<file path="src/rtl/uart_2_apb_if.sv">
// uart_2_apb_if: APB bus bundle between the UART-driven APB master and a
// responder.
//   master modport: drives paddr, pprot, psel, penable, pwrite, pwdata and
//                   pstrb; receives pready, prdata and pslverr.
//   slave modport : the mirror image of the master modport.
interface uart_2_apb_if;
  logic [31:0] paddr;
  logic [2:0]  pprot;
  logic        psel;
  logic        penable;
  logic        pwrite;
  logic [31:0] pwdata;
  logic [3:0]  pstrb;
  logic        pready;
  logic [31:0] prdata;
  logic        pslverr;

  modport master (
    output paddr, pprot, psel, penable, pwrite, pwdata, pstrb,
    input  pready, prdata, pslverr
  );

  modport slave (
    input  paddr, pprot, psel, penable, pwrite, pwdata, pstrb,
    output pready, prdata, pslverr
  );
endinterface

</file>
<file path="src/rtl/uart_2_apb.sv">
// uart_2_apb: UART-controlled APB master (host/debug bridge).
// The block receives 8N1 command frames on rx, issues one APB read or write
// per frame, and returns a status byte (plus read data) on tx.
//   Write frame: 0x57, A3..A0, D3..D0   -> response 0x06 / 0x15
//   Read frame : 0x52, A3..A0           -> response status, D3..D0
// Ports:
//   clk    system clock
//   arstn  asynchronous active-low reset
//   rx     serial input from the host
//   tx     serial output to the host (idles high)
//   apb    APB master port (uart_2_apb_if.master)
//   busy   high from the accepted command byte until the response is sent
// Optional build macro UART2APB_TIMEOUT_EN: when defined, an ACCESS phase
// that sees no pready for TIMEOUT_CYCLES cycles is abandoned and answered
// with NAK (read data bytes 0x00). When undefined, ACCESS waits forever.
module uart_2_apb #(
  parameter int baudrate       = 9600,
  parameter int clk_frec       = 100000000,
  parameter int TIMEOUT_CYCLES = 1024
) (
  input  logic              clk,
  input  logic              arstn,
  input  logic              rx,
  output logic              tx,
  uart_2_apb_if.master      apb,
  output logic              busy
);

  localparam int BIT_CYC = clk_frec / baudrate;
  localparam int CW      = $clog2(BIT_CYC + 1);
  localparam logic [CW-1:0] BIT_LAST  = CW'(BIT_CYC - 1);
  localparam logic [CW-1:0] HALF_LAST = CW'((BIT_CYC / 2) - 1);

  typedef enum logic [1:0] {RX_IDLE, RX_START, RX_DATA, RX_STOP} rx_state_t;
  typedef enum logic [2:0] {ST_IDLE, ST_ADDR, ST_DATA, ST_SETUP, ST_ACCESS, ST_RESP} st_t;

  // Response byte selector: index 1..4 walks the read data MSB first.
  function automatic logic [7:0] resp_byte(input logic [2:0] idx, input logic [31:0] d);
    case (idx)
      3'd1:    resp_byte = d[31:24];
      3'd2:    resp_byte = d[23:16];
      3'd3:    resp_byte = d[15:8];
      default: resp_byte = d[7:0];
    endcase
  endfunction

  // Receiver state
  logic            rx_meta_r, rx_sync_r, rx_prev_r;
  rx_state_t       rx_state_r, rx_nxt_s;
  logic [CW-1:0]   rx_cnt_r;
  logic [2:0]      rx_bit_r;
  logic [7:0]      rx_shift_r;
  logic            rx_fall_s, rx_done_s, rx_ferr_s;

  // Command / APB state
  st_t             st_r, st_nxt_s;
  logic            is_wr_r;
  logic [1:0]      byte_cnt_r;
  logic [31:0]     addr_sh_r;
  logic [23:0]     data_sh_r;
  logic [31:0]     paddr_r, pwdata_r, rdata_r;
  logic [3:0]      pstrb_r;
  logic            psel_r, penable_r, pwrite_r, busy_r;
  logic            acc_done_s, acc_err_s;

  // Transmitter state
  logic            tx_r;
  logic [8:0]      tx_sh_r;
  logic [CW-1:0]   tx_cnt_r;
  logic [3:0]      tx_bit_r;
  logic [2:0]      tx_idx_r;
  logic            tx_bit_end_s, tx_last_s;

`ifdef UART2APB_TIMEOUT_EN
  localparam int TW = $clog2(TIMEOUT_CYCLES + 1);
  localparam logic [TW-1:0] TO_LAST = TW'(TIMEOUT_CYCLES - 1);
  logic [TW-1:0]   to_cnt_r;
`endif

  assign rx_fall_s    = rx_prev_r & ~rx_sync_r;
  assign tx_bit_end_s = (st_r == ST_RESP) && (tx_cnt_r == BIT_LAST);
  // Bit 9 is the stop bit; the last byte is index 0 (write) or 4 (read).
  assign tx_last_s    = tx_bit_end_s && (tx_bit_r == 4'd9) &&
                        (tx_idx_r == (is_wr_r ? 3'd0 : 3'd4));

  // Receiver next-state and byte/framing-error strobes.
  always_comb begin
    rx_nxt_s  = rx_state_r;
    rx_done_s = 1'b0;
    rx_ferr_s = 1'b0;
    case (rx_state_r)
      RX_IDLE: begin
        if (rx_fall_s) rx_nxt_s = RX_START;
        else           rx_nxt_s = RX_IDLE;
      end
      RX_START: begin
        // Mid-start check: a high line here was a glitch, not a start bit.
        if (rx_cnt_r == HALF_LAST) rx_nxt_s = rx_sync_r ? RX_IDLE : RX_DATA;
        else                       rx_nxt_s = RX_START;
      end
      RX_DATA: begin
        if ((rx_cnt_r == BIT_LAST) && (rx_bit_r == 3'd7)) rx_nxt_s = RX_STOP;
        else                                             rx_nxt_s = RX_DATA;
      end
      RX_STOP: begin
        if (rx_cnt_r == BIT_LAST) begin
          rx_nxt_s  = RX_IDLE;
          rx_done_s = rx_sync_r;
          rx_ferr_s = ~rx_sync_r;
        end else begin
          rx_nxt_s = RX_STOP;
        end
      end
      default: rx_nxt_s = RX_IDLE;
    endcase
  end

  // Receiver synchronizer, state register, bit timer and shift register.
  always_ff @(posedge clk or negedge arstn) begin
    if (!arstn) begin
      rx_meta_r  <= 1'b1;
      rx_sync_r  <= 1'b1;
      rx_prev_r  <= 1'b1;
      rx_state_r <= RX_IDLE;
      rx_cnt_r   <= '0;
      rx_bit_r   <= 3'd0;
      rx_shift_r <= 8'h00;
    end else begin
      rx_meta_r  <= rx;
      rx_sync_r  <= rx_meta_r;
      rx_prev_r  <= rx_sync_r;
      rx_state_r <= rx_nxt_s;
      case (rx_state_r)
        RX_IDLE: begin
          rx_cnt_r <= '0;
          rx_bit_r <= 3'd0;
        end
        RX_START: rx_cnt_r <= (rx_cnt_r == HALF_LAST) ? '0 : rx_cnt_r + CW'(1);
        RX_DATA: begin
          if (rx_cnt_r == BIT_LAST) begin
            rx_cnt_r   <= '0;
            rx_shift_r <= {rx_sync_r, rx_shift_r[7:1]};
            rx_bit_r   <= rx_bit_r + 3'd1;
          end else begin
            rx_cnt_r <= rx_cnt_r + CW'(1);
          end
        end
        RX_STOP: rx_cnt_r <= (rx_cnt_r == BIT_LAST) ? '0 : rx_cnt_r + CW'(1);
        default: rx_cnt_r <= '0;
      endcase
    end
  end

  // Command FSM next-state; bytes arriving outside IDLE/ADDR/DATA are dropped.
  always_comb begin
    st_nxt_s   = st_r;
    acc_done_s = 1'b0;
    acc_err_s  = 1'b0;
    case (st_r)
      ST_IDLE: begin
        if (rx_done_s && ((rx_shift_r == 8'h57) || (rx_shift_r == 8'h52))) st_nxt_s = ST_ADDR;
        else                                                               st_nxt_s = ST_IDLE;
      end
      ST_ADDR: begin
        if (rx_ferr_s)                                st_nxt_s = ST_IDLE;
        else if (rx_done_s && (byte_cnt_r == 2'd3))   st_nxt_s = is_wr_r ? ST_DATA : ST_SETUP;
        else                                          st_nxt_s = ST_ADDR;
      end
      ST_DATA: begin
        if (rx_ferr_s)                                st_nxt_s = ST_IDLE;
        else if (rx_done_s && (byte_cnt_r == 2'd3))   st_nxt_s = ST_SETUP;
        else                                          st_nxt_s = ST_DATA;
      end
      ST_SETUP: st_nxt_s = ST_ACCESS;
      ST_ACCESS: begin
        if (apb.pready) begin
          st_nxt_s   = ST_RESP;
          acc_done_s = 1'b1;
          acc_err_s  = apb.pslverr;
        end
`ifdef UART2APB_TIMEOUT_EN
        else if (to_cnt_r == TO_LAST) begin
          st_nxt_s   = ST_RESP;
          acc_done_s = 1'b1;
          acc_err_s  = 1'b1;
        end
`endif
        else begin
          st_nxt_s = ST_ACCESS;
        end
      end
      ST_RESP: begin
        if (tx_last_s) st_nxt_s = ST_IDLE;
        else           st_nxt_s = ST_RESP;
      end
      default: st_nxt_s = ST_IDLE;
    endcase
  end

  // Command state register, frame assembly and APB output registers.
  always_ff @(posedge clk or negedge arstn) begin
    if (!arstn) begin
      st_r       <= ST_IDLE;
      is_wr_r    <= 1'b0;
      byte_cnt_r <= 2'd0;
      addr_sh_r  <= 32'h0;
      data_sh_r  <= 24'h0;
      paddr_r    <= 32'h0;
      pwdata_r   <= 32'h0;
      pstrb_r    <= 4'h0;
      pwrite_r   <= 1'b0;
      psel_r     <= 1'b0;
      penable_r  <= 1'b0;
      busy_r     <= 1'b0;
      rdata_r    <= 32'h0;
    end else begin
      st_r      <= st_nxt_s;
      busy_r    <= (st_nxt_s != ST_IDLE);
      psel_r    <= (st_nxt_s == ST_SETUP) || (st_nxt_s == ST_ACCESS);
      penable_r <= (st_nxt_s == ST_ACCESS);
      if ((st_r == ST_IDLE) && (st_nxt_s == ST_ADDR)) begin
        is_wr_r    <= (rx_shift_r == 8'h57);
        byte_cnt_r <= 2'd0;
      end else if (rx_done_s && (st_r == ST_ADDR)) begin
        addr_sh_r  <= {addr_sh_r[23:0], rx_shift_r};
        byte_cnt_r <= byte_cnt_r + 2'd1;
      end else if (rx_done_s && (st_r == ST_DATA)) begin
        data_sh_r  <= {data_sh_r[15:0], rx_shift_r};
        byte_cnt_r <= byte_cnt_r + 2'd1;
      end else begin
        byte_cnt_r <= byte_cnt_r;
      end
      // The last command byte lands on the same edge SETUP starts, so merge
      // it into the bus value directly instead of waiting for the shifter.
      if (st_nxt_s == ST_SETUP) begin
        paddr_r  <= (st_r == ST_ADDR) ? {addr_sh_r[23:0], rx_shift_r} : addr_sh_r;
        pwdata_r <= is_wr_r ? {data_sh_r, rx_shift_r} : 32'h0;
        pwrite_r <= is_wr_r;
        pstrb_r  <= is_wr_r ? 4'hF : 4'h0;
      end
      if (acc_done_s) begin
        rdata_r <= apb.pready ? apb.prdata : 32'h0;
      end
    end
  end

`ifdef UART2APB_TIMEOUT_EN
  // ACCESS-phase cycle counter for the pready timeout.
  always_ff @(posedge clk or negedge arstn) begin
    if (!arstn)                to_cnt_r <= '0;
    else if (st_r == ST_ACCESS) to_cnt_r <= to_cnt_r + TW'(1);
    else                       to_cnt_r <= '0;
  end
`endif

  // Response transmitter: status byte, then read data, back to back.
  always_ff @(posedge clk or negedge arstn) begin
    if (!arstn) begin
      tx_r     <= 1'b1;
      tx_sh_r  <= 9'h1FF;
      tx_cnt_r <= '0;
      tx_bit_r <= 4'd0;
      tx_idx_r <= 3'd0;
    end else if (acc_done_s) begin
      tx_r     <= 1'b0;
      tx_sh_r  <= {1'b1, (acc_err_s ? 8'h15 : 8'h06)};
      tx_cnt_r <= '0;
      tx_bit_r <= 4'd0;
      tx_idx_r <= 3'd0;
    end else if (tx_bit_end_s) begin
      tx_cnt_r <= '0;
      if (tx_bit_r == 4'd9) begin
        if (tx_last_s) begin
          tx_r <= 1'b1;
        end else begin
          tx_r     <= 1'b0;
          tx_sh_r  <= {1'b1, resp_byte(tx_idx_r + 3'd1, rdata_r)};
          tx_idx_r <= tx_idx_r + 3'd1;
          tx_bit_r <= 4'd0;
        end
      end else begin
        tx_r     <= tx_sh_r[0];
        tx_sh_r  <= {1'b1, tx_sh_r[8:1]};
        tx_bit_r <= tx_bit_r + 4'd1;
      end
    end else if (st_r == ST_RESP) begin
      tx_cnt_r <= tx_cnt_r + CW'(1);
    end else begin
      tx_r     <= 1'b1;
      tx_cnt_r <= '0;
    end
  end

  assign tx          = tx_r;
  assign busy        = busy_r;
  assign apb.paddr   = paddr_r;
  assign apb.pprot   = 3'b000;
  assign apb.psel    = psel_r;
  assign apb.penable = penable_r;
  assign apb.pwrite  = pwrite_r;
  assign apb.pwdata  = pwdata_r;
  assign apb.pstrb   = pstrb_r;

endmodule

</file>
<file path="src/flat_wrapper.sv">
// flat-port wrapper written by rule: the top's interface ports become plain ports
module uart_2_apb_flat 
#(
  parameter int baudrate       = 9600,
  parameter int clk_frec       = 100000000,
  parameter int TIMEOUT_CYCLES = 1024
)
  (clk, arstn, rx, tx, busy, apb_paddr, apb_pprot, apb_psel, apb_penable, apb_pwrite, apb_pwdata, apb_pstrb, apb_pready, apb_prdata, apb_pslverr);
  uart_2_apb_if apb_i ();
  input  logic clk;
  input  logic arstn;
  input  logic rx;
  output logic tx;
  output logic busy;
  output wire logic [$bits(apb_i.paddr)-1:0] apb_paddr;
  output wire logic [$bits(apb_i.pprot)-1:0] apb_pprot;
  output wire logic [$bits(apb_i.psel)-1:0] apb_psel;
  output wire logic [$bits(apb_i.penable)-1:0] apb_penable;
  output wire logic [$bits(apb_i.pwrite)-1:0] apb_pwrite;
  output wire logic [$bits(apb_i.pwdata)-1:0] apb_pwdata;
  output wire logic [$bits(apb_i.pstrb)-1:0] apb_pstrb;
  input wire logic [$bits(apb_i.pready)-1:0] apb_pready;
  input wire logic [$bits(apb_i.prdata)-1:0] apb_prdata;
  input wire logic [$bits(apb_i.pslverr)-1:0] apb_pslverr;
  assign apb_paddr = apb_i.paddr;
  assign apb_pprot = apb_i.pprot;
  assign apb_psel = apb_i.psel;
  assign apb_penable = apb_i.penable;
  assign apb_pwrite = apb_i.pwrite;
  assign apb_pwdata = apb_i.pwdata;
  assign apb_pstrb = apb_i.pstrb;
  assign apb_i.pready = apb_pready;
  assign apb_i.prdata = apb_prdata;
  assign apb_i.pslverr = apb_pslverr;
  uart_2_apb #(.baudrate(baudrate), .clk_frec(clk_frec), .TIMEOUT_CYCLES(TIMEOUT_CYCLES)) u_core (.clk(clk), .arstn(arstn), .rx(rx), .tx(tx), .apb(apb_i), .busy(busy));
endmodule
</file>
<file path="config.mk">
export PLATFORM = sky130hd
export DESIGN_NAME = uart_2_apb_flat
export DESIGN_NICKNAME = d
export VERILOG_FILES = /design/src/rtl/uart_2_apb_if.sv /design/src/rtl/uart_2_apb.sv /design/src/flat_wrapper.sv
export SDC_FILE = /design/constraint.sdc
export NUM_CORES = 1
export LEC_CHECK = 0
export ABC_AREA = 1
export CORE_ASPECT_RATIO = 0.6
export CORE_MARGIN = 2
export CORE_UTILIZATION = 52
export DETAILED_ROUTE_END_ITERATION = 7
export PLACE_DENSITY = 0.74
export SYNTH_ARGS = -nofsm -noshare
export SYNTH_HDL_FRONTEND = slang
export SYNTH_SLANG_ARGS = --single-unit
</file>
<file path="constraint.sdc">
create_clock -name clk -period 5.71 [get_ports clk]
set_clock_uncertainty 0.15 [all_clocks]
set_input_delay 1.142 -clock clk [delete_from_list [all_inputs] [get_ports clk]]
set_output_delay 1.142 -clock clk [all_outputs]
set_load 0.02 [all_outputs]
</file>
=== Yosys cells after proc, flatten, opt, wreduce, memory -nomap -nowiden ===
Cells that the tools add are included.

* Flip-flop bits (word level): 227
* Latch bits: 0
* Bits in writable memories: 0
* Bits in read-only memories: 0
* Bits of input ports: 37
* Output and inout port bits: 76
* Logic and storage cells: 145
* Memories: 0

* $add $sub $neg: 6
* $mul: 0
* Div/mod/pow operators: 0
* Order comparisons: 0
* Eq/ne operators: 27
* Shift operators: 0
* Mux-type cells: 58
* Bitwise logic cells: 4
* Reductions and logical operators: 25

{| class="wikitable"
|+ Operators by type and width
! operator !! number
|-
| 32-bit 2-to-1 mux || 3
|-
| 14-bit 2-to-1 mux || 5
|-
| 14-bit case mux with 3 select lines || 1
|-
| 9-bit 2-to-1 mux || 4
|-
| 3-bit 2-to-1 mux || 10
|-
| 14-bit by 1-bit adder with 14-bit output (second input constant) || 2
|-
| 14-bit equality test (second input constant) || 2
|-
| 8-bit case mux with 3 select lines || 1
|-
| 4-bit 2-to-1 mux || 5
|-
| 1-bit 2-to-1 mux || 19
|-
| 3-bit case mux with 6 select lines || 1
|-
| 8-bit by 7-bit equality test with 1-bit output (second input constant) || 2
|-
| 3-bit by 2-bit equality test with 1-bit output (second input constant) || 5
|-
| 14-bit by 13-bit equality test with 1-bit output (second input constant) || 1
|-
| 3-bit equality test (second input constant) || 4
|-
| 2-bit 2-to-1 mux || 6
|-
| 3-bit by 1-bit equality test with 1-bit output (second input constant) || 3
|-
| 1-bit logical AND || 9
|-
| 2-bit case mux with 4 select lines || 1
|-
| 2-bit AND reduction || 4
|-
| 3-bit by 1-bit adder with 3-bit output (second input constant) || 2
|-
| 2-bit equality test (second input constant) || 3
|-
| 3-bit case mux with 2 select lines || 1
|-
| 3-bit AND reduction || 2
|-
| 17 further kinds || 24
|}

=== Depth between registers and ports, before layout ===
Gate-level depths: netlist of the first run.

* Depth after elaboration: 11
* Depth in mapped cells: 15
* Gate-level depth less buffers: 14

=== Worst setup path after synthesis of the first run ===
No wires, ideal clock.

* Path kind: input port to flip-flop
* Start point: input port apb_pready
* End point: register u_core.psel_r (netlist: u_core.apb.psel)
* Library setup time: 0.065 ns
* Arrival: 2.039 ns
* Data required time: 5.495 ns
* Setup slack: 3.456 ns
* Cell stages on the path: 8
* Path buffers: 1
* Cells stage by stage: nand3_1 clkbuf_1 inv_2 nor2_1 nand3_1 nor2_1 nand3_1 nand2_1

* Longest elaborated chain between the ends: 4
* Elaborated cells between the ends (all ways): 5
* Classes of those cells: 2 x eq/ne; 2 x mux; 1 x reduce/logical

{| class="wikitable"
|+ Ends and longest elaborated chain
! element !! line !! text
|-
| start, declared || flat_wrapper.sv:22 || <nowiki>input wire logic [$bits(apb_i.pready)-1:0] apb_pready;</nowiki>
|-
| 1-bit 2-to-1 mux * || uart_2_apb.sv:176 || <nowiki>if (apb.pready) begin</nowiki>
|-
| 3-bit case mux with 6 select lines * || uart_2_apb.sv:159 || <nowiki>case (st_r)</nowiki>
|-
| 3-bit by 2-bit equality test with 1-bit output or 3-bit equality test (tied branches) || uart_2_apb.sv:219 || <nowiki>psel_r <= (st_nxt_s == ST_SETUP) || (st_nxt_s == ST_ACCESS);</nowiki>
|-
| 1-bit logical OR * || uart_2_apb.sv:219 ||
|-
| end signal, assigned || uart_2_apb.sv:219 ||
|-
| end, declared || uart_2_apb.sv:63 || <nowiki>logic psel_r, penable_r, pwrite_r, busy_r;</nowiki>
|}

Every way passes the cells marked *; elsewhere a longest branch is shown, timed or not.
A chain may end at the register's enable or synchronous reset.

=== Worst setup path in the final report of the first run ===
* Start point: register u_core.rx_cnt_r[0]
* End point: register u_core.pwdata_r[15] (netlist: u_core.apb.pwdata[15])

* Longest elaborated chain between the ends: 8
* Elaborated cells between the ends (all ways): 14
* Classes of those cells: 2 x eq/ne; 10 x mux; 2 x reduce/logical

{| class="wikitable"
|+ Ends and longest elaborated chain
! element !! line !! text
|-
| start, declared || uart_2_apb.sv:50 || <nowiki>logic [CW-1:0] rx_cnt_r;</nowiki>
|-
| start signal, assigned || uart_2_apb.sv:138 || <nowiki>RX_START: rx_cnt_r <= (rx_cnt_r == HALF_LAST) ? '0 : rx_cnt_r + CW'(1);</nowiki>
|-
| start signal, assigned || uart_2_apb.sv:145 || <nowiki>rx_cnt_r <= rx_cnt_r + CW'(1);</nowiki>
|-
| start signal, assigned || uart_2_apb.sv:148 || <nowiki>RX_STOP: rx_cnt_r <= (rx_cnt_r == BIT_LAST) ? '0 : rx_cnt_r + CW'(1);</nowiki>
|-
| 14-bit equality test * || uart_2_apb.sv:106 || <nowiki>if (rx_cnt_r == BIT_LAST) begin</nowiki>
|-
| 1-bit 2-to-1 mux || uart_2_apb.sv:106 ||
|-
| 1-bit 2-to-1 mux || uart_2_apb.sv:91 || <nowiki>case (rx_state_r)</nowiki>
|-
| 1-bit logical AND || uart_2_apb.sv:166, uart_2_apb.sv:171 ||
|-
| 1-bit 2-to-1 mux or 3-bit 2-to-1 mux (tied branches) || uart_2_apb.sv:171, uart_2_apb.sv:166 ||
|-
| 3-bit 2-to-1 mux, on equally long branches || uart_2_apb.sv:170, uart_2_apb.sv:165 ||
|-
| 3-bit case mux with 6 select lines * || uart_2_apb.sv:159 ||
|-
| 3-bit by 2-bit equality test with 1-bit output * || uart_2_apb.sv:235 || <nowiki>if (st_nxt_s == ST_SETUP) begin</nowiki>
|-
| end signal, assigned || uart_2_apb.sv:237 || <nowiki>pwdata_r <= is_wr_r ? {data_sh_r, rx_shift_r} : 32'h0;</nowiki>
|-
| end, declared || uart_2_apb.sv:61 || <nowiki>logic [31:0] paddr_r, pwdata_r, rdata_r;</nowiki>
|}

Marked as above.

==> flow_metrics.tcl, run 1 <==
set metrics [dict create \
    outcome "finished clean" \
    cts_root_buf "clkbuf_16" \
    synth_cell_types 41 \
    antenna_found_initial 0 \
    setup_viol 0 \
    cts_made_buffers 21 \
    ant_nets 0 \
    final-seq-area_sq_mm 0.00557 \
    dpl.hpwl_mm 16.2 \
    grt_max_degree 116 \
    leakage_nw 6.14 \
    gp_congestion 0.851 \
    relSlewSlack_pct 42.9 \
    start_util_pct 52.5 \
    ys_warn_count 0 \
    rows 40 \
    ys_async_sr_fraction_pct 100 \
    drt-pass1-iter-count 5 \
    multi_input_area_sq_mm 0.00390 \
    holdCritPathClass "flip-flop to flip-flop" \
    critPathLaunchType "flip-flop" \
    clk_latency_ns 0.50 \
    viasPerCell 5.07 \
    dp_cells 1639 \
    synth_top_area_share_pct 50.5 \
    grt_first_pass_wirelength_mm 40.7 \
    die_width_um 187 \
    die_y_um 114 \
    cts_resized 0 \
    finalMaxSlewViolations 0 \
    final_nets 1436 \
    postSynthAreaPerCell_sq_um 7.96 \
    num_vias 8497 \
    clock.fmax_mhz 286 \
    wire_per_inst_um 14.3 \
    ios 113 \
    final_common_cell "nand2_1" \
    cp.arrival_ns 3.74 \
    clockBufferDepth 3 \
    wl_mm 23.9 \
    ys.flop_type "dfrtp_1" \
    synth_cells 1307 \
    cap_violations 0 \
    stdcell_count 1677 \
    synth.cell_area_sq_mm 0.0104 \
    cts_tree "yes" \
    drive_above_1_share_pct 5.77 \
    drc 0 \
    clkTransAtPathRegs_ns 0.07 \
    hold_buffers 0 \
    mostFrequentLayoutCells "nand2_1 (483), dfrtp_1 (210), inv_1 (147), clkdlybuf4s50_1 (108), o21ai_0 (100)" \
    htreeDepth 1 \
    fin_total_pwr_w 0.00318 \
    crit_path_end_kind "flip-flop" \
    yosys-top-cells-area "dfrtp_1 (51%), nand2_1 (17%), inv_1 (5.3%)" \
    finalSetupTns_ns 0 \
    drt_iter0_markers 776 \
    rsz0062_at_grt "false" \
    core_sq_mm 0.0198 \
    synth_edf_count 0 \
    worstPathMaxFanout 68 \
    seq_area_frac_synth_pct 53.5 \
    grt_overflow 0 \
    tightest_slew_ns 0.857 \
    area_growth_pct 18.0 \
    antenna_cells 0 \
    ff2ff_setup_slack_ns 2.22 \
    cts.sinks 222 \
    n_fill_cell 1769 \
    synth_top_cell_by_area "dfrtp_1" \
    die-area_sq_mm 0.0212 \
    postCtsSetupBuffers 0 \
    grt_pass1_vias 8000 \
    peakVddDrop_mv 0.192 \
    critPathRequiredTime_ns 5.95 \
    power_density_mw_per_mm2 259 \
    pre_cts_ws_ns 1.86 \
    finalCriticalPeriod_ns 3.49 \
    worst_slack_ns 2.22 \
    period_share_pct 61.2 \
    io_buffers 109 \
    hold_violations 0 \
    track_usage_pct 23.5 \
    synth-seq-cells 222 \
    worstSetupPathType "flip-flop to flip-flop" \
]
-- per-layer routing --
layer	global-route usage, %	up-vias	wire (um)
met5	0	-	0
met4	4.55	0	369
met3	3.97	29	1450
met2	33.8	210	9880
met1	37.5	4039	12200
li1	-	4219	-
-- power breakdown --
group	total (W)	switching [W]	leakage (nW)	internal, W
Sequential	0.00161	0.0000193	3.01	0.00159
Clock	0.00145	0.000604	0.358	0.000847
Combinational	0.000115	0.0000704	2.77	0.0000445
Total	0.00318	0.000694	6.14	0.00248
-- final timing paths --
path,start,to,cells after the start
worst max-delay path,u_core.rx_cnt_r[0],u_core.apb.pwdata[15],12
worst min-delay path,u_core.rx_sync_r,u_core.rx_prev_r,0
worst max register to register,u_core.rx_cnt_r[0],u_core.apb.pwdata[15],12
worst min register to register,u_core.rx_sync_r,u_core.rx_prev_r,0
max in group asynchronous,arstn,u_core.rdata_r[31],2
min in group asynchronous,arstn,u_core.apb.paddr[30],1
-- cell usage after synthesis (6+ instances only) --
| cell type | instances |
|---|---|
| ha_1 | 10 |
| nand2_1 | 484 |
| nand3_1 | 99 |
| xor2_1 | 7 |
| nand4_1 | 13 |
| o21ai_1 | 16 |
| inv_1 | 147 |
| a21oi_1 | 14 |
| nor3_1 | 6 |
| dfstp_2 | 12 |
| dfrtp_1 | 210 |
| nor2_1 | 85 |
| clkbuf_1 | 17 |
| o21ai_0 | 100 |
| buf_2 | 21 |
| buf_4 | 10 |
-- worst max-delay path, cell delays in order (launching register included) --
cell,delay [ns]
dfrtp_1,0.38
ha_1,0.22
nand3_1,0.16
nor2_1,0.15
nand3_1,0.14
nor2_1,0.20
nand2_1,0.09
nand2_2,0.06
buf_4,0.58
nand2_2,0.64
buf_4,0.45
nand2_1,0.10
nand2_1,0.05
-- logic make-up after synthesis --
family | after synthesis | synth area share [%]
simple gates | 712 | 28.4
flops | 222 | 53.5
compound gates | 142 | 7.12
buf+inv | 213 | 9.09
fa+ha+maj | 10 | 1.20
xor+xnor | 7 | 0.589
other cells | 1 | 0.0360
-- stage by stage --
stage	area, sq um	hold slack (ns)	util [%]
global route	12300	0.225	61.9
floorplan	10400	0.195	-
finish	12300	0.213	61.9
detailed placement	11600	0.213	58.3
CTS	12300	0.215	61.9
global placement	11600	0.213	58.3
-- registers in the layout (all words and copies together) (netlist names), 14 cells and up --
name and cells:
u_core.data_sh_r 24, u_core.addr_sh_r 32, u_core.apb.pwdata 32, u_core.rdata_r 32, u_core.rx_cnt_r 14, u_core.apb.paddr 32
u_core.tx_cnt_r 14
-- layout make-up --
type	count	share of cell area (%)
clock buffer	30	5.05
multi-input combinational	874	31.8
clock inverter	8	0.765
timing repair buffer	117	9.52
sequential	222	45.4
inverter	153	4.68
tap	273	2.78
No activity file was read; power rests on OpenSTA's default activity.
==> run 2: changes to the inputs <==
Settings changed: CORE_UTILIZATION 52 to 51, PLACE_DENSITY 0.74 to 0.76.
Clock period 5.71 ns to 3 ns, I/O delays scaled along.
==> flow_metrics.tcl, run 2 (same netlist as run 1, synthesis figures left out) <==
set metrics [dict create \
    fin_total_pwr_w 0.00598 \
    finalCriticalPeriod_ns 2.62 \
    tightest_slew_ns 0.672 \
    grt_first_pass_wirelength_mm 41.3 \
    critPathLaunch "u_core.tx_cnt_r[0]" \
    outcome "finished clean" \
    cts_root_buf "clkbuf_16" \
    cts_tree "yes" \
    worstReg2RegEnd "u_core.apb.paddr[26]" \
    crit_end "u_core.apb.paddr[26]" \
    area_growth_pct 19.1 \
    wl_mm 24.8 \
    final_common_cell "nand2_1" \
    critPathRequiredTime_ns 3.29 \
    cap_violations 0 \
    io_buffers 109 \
    cts_made_buffers 21 \
    clkTransAtPathRegs_ns 0.07 \
    grt_max_degree 87 \
    period_share_pct 87.4 \
    ant_nets 0 \
    clock.fmax_mhz 382 \
    met2_length_mm 10.2 \
    mostFrequentLayoutCells "nand2_1 (483), dfrtp_1 (210), inv_1 (147), clkdlybuf4s50_1 (108), o21ai_0 (100)" \
    gp_congestion 0.909 \
    drive_above_1_share_pct 6.63 \
    critPathLaunchType "flip-flop" \
    antenna_cells 0 \
    start_util_pct 52.0 \
    r2r_start "u_core.tx_cnt_r[0]" \
    final_nets 1450 \
    htreeDepth 1 \
    clk_latency_ns 0.51 \
    wl_met1_mm 12.6 \
    final_util_pct 61.9 \
    drt-pass1-iter-count 6 \
    ff2ff_path_depth 12 \
    rsz0062_at_grt "false" \
    antenna_found_initial 0 \
    stdcell_count 1691 \
    relSlewSlack_pct 55.2 \
    ios 113 \
    cts.sinks 222 \
    drc 0 \
    holdCritPathClass "flip-flop to flip-flop" \
    dp_cells 1652 \
    top_layer "met4" \
    ff2ff_setup_slack_ns 0.38 \
    die-area_sq_mm 0.0216 \
    finalSetupTns_ns 0 \
    hold_violations 0 \
    clockBufferDepth 3 \
    drt_iter0_markers 752 \
    worstSetupPathType "flip-flop to flip-flop" \
    crit_path_end_kind "flip-flop" \
    leakage_nw 6.20 \
    dpl.hpwl_mm 17.3 \
    grt_overflow 0 \
    finalMaxSlewViolations 0 \
    die_y_um 115 \
    rows 40 \
    viasPerCell 5.14 \
    peakVddDrop_mv 0.347 \
    whs_ns 0.205 \
    core_sq_mm 0.0200 \
    worstPathMaxFanout 44 \
    wire_per_inst_um 14.7 \
    postCtsSetupBuffers 0 \
    power_density_mw_per_mm2 482 \
    setup_viol 0 \
    wl_met3_mm 1.72 \
    track_usage_pct 23.7 \
    num_vias 8699 \
    grt_pass1_vias 8143 \
    cp.arrival_ns 2.92 \
    die_width_um 188 \
]
run 2: cell types whose count changed in the layout (fill, tap and decap cells not counted):
cell	change
buf_4	+11
dlygate4sd3_1	+1
buf_12	+2
bufinv_16	-1
clkbuf_8	+1
clkinvlp_4	+3
clkinv_2	-3
run 2: worst min path at each step:
| stage | from | end | depth (start not counted) |
|---|---|---|---|
| CTS | u_core.rx_meta_r | u_core.rx_sync_r | 0 |
| detailed placement | u_core.rx_meta_r | u_core.rx_sync_r | 0 |
| global placement | u_core.rx_meta_r | u_core.rx_sync_r | 0 |
| floorplan | arstn | u_core.addr_sh_r[0] | 0 |
| finish | u_core.rx_meta_r | u_core.rx_sync_r | 0 |
| global route | u_core.rx_meta_r | u_core.rx_sync_r | 0 |
run 2: power breakdown:
group	internal, W	switching (W)
Clock	0.00155	0.00113
Sequential	0.00303	0.0000371
Combinational	0.0000913	0.000136
Total	0.00468	0.00130
run 2: worst max-delay path, stage by stage (launching register included):
cell	delay [ns]
dfrtp_1	0.42
ha_1	0.20
nand2_1	0.08
nor2_1	0.14
nand3_1	0.11
nor2_1	0.27
nand3_1	0.11
nand2_1	0.17
nand3_4	0.18
nand2_2	0.10
buf_4	0.40
nand2_1	0.12
nand2_1	0.08
run 2: through the flow:
step | instance area, sq um | setup WS (ns)
floorplan | 10400 | 0.962
global route | 12400 | 0.0683
CTS | 12400 | 0.398
global placement | 11700 | 0.533
finish | 12400 | 0.379
detailed placement | 11700 | 0.437
run 2: repair_timing:
action	CTS	global route
hold buffers	1	0
resized for setup	0	0
endpoints found under the hold margin	35	0
run 2: final cells by class:
| cell class | instances | area (sq um) |
|---|---|---|
| Inverter | 153 | 574 |
| Sequential cell | 222 | 5570 |
| Fill cell | 1712 | 7620 |
| Multi-Input combinational cell | 874 | 3900 |
| Tap cell | 273 | 342 |
| Timing Repair Buffer | 131 | 1300 |
| Clock buffer | 31 | 633 |
| Clock inverter | 7 | 71.3 |
run 2: per-layer routing:
metal	GRT usage, %	up-vias
li1	-	4255
met1	37.9	4104
met2	34.4	313
met3	3.62	27
met4	4.32	0
met5	0	-
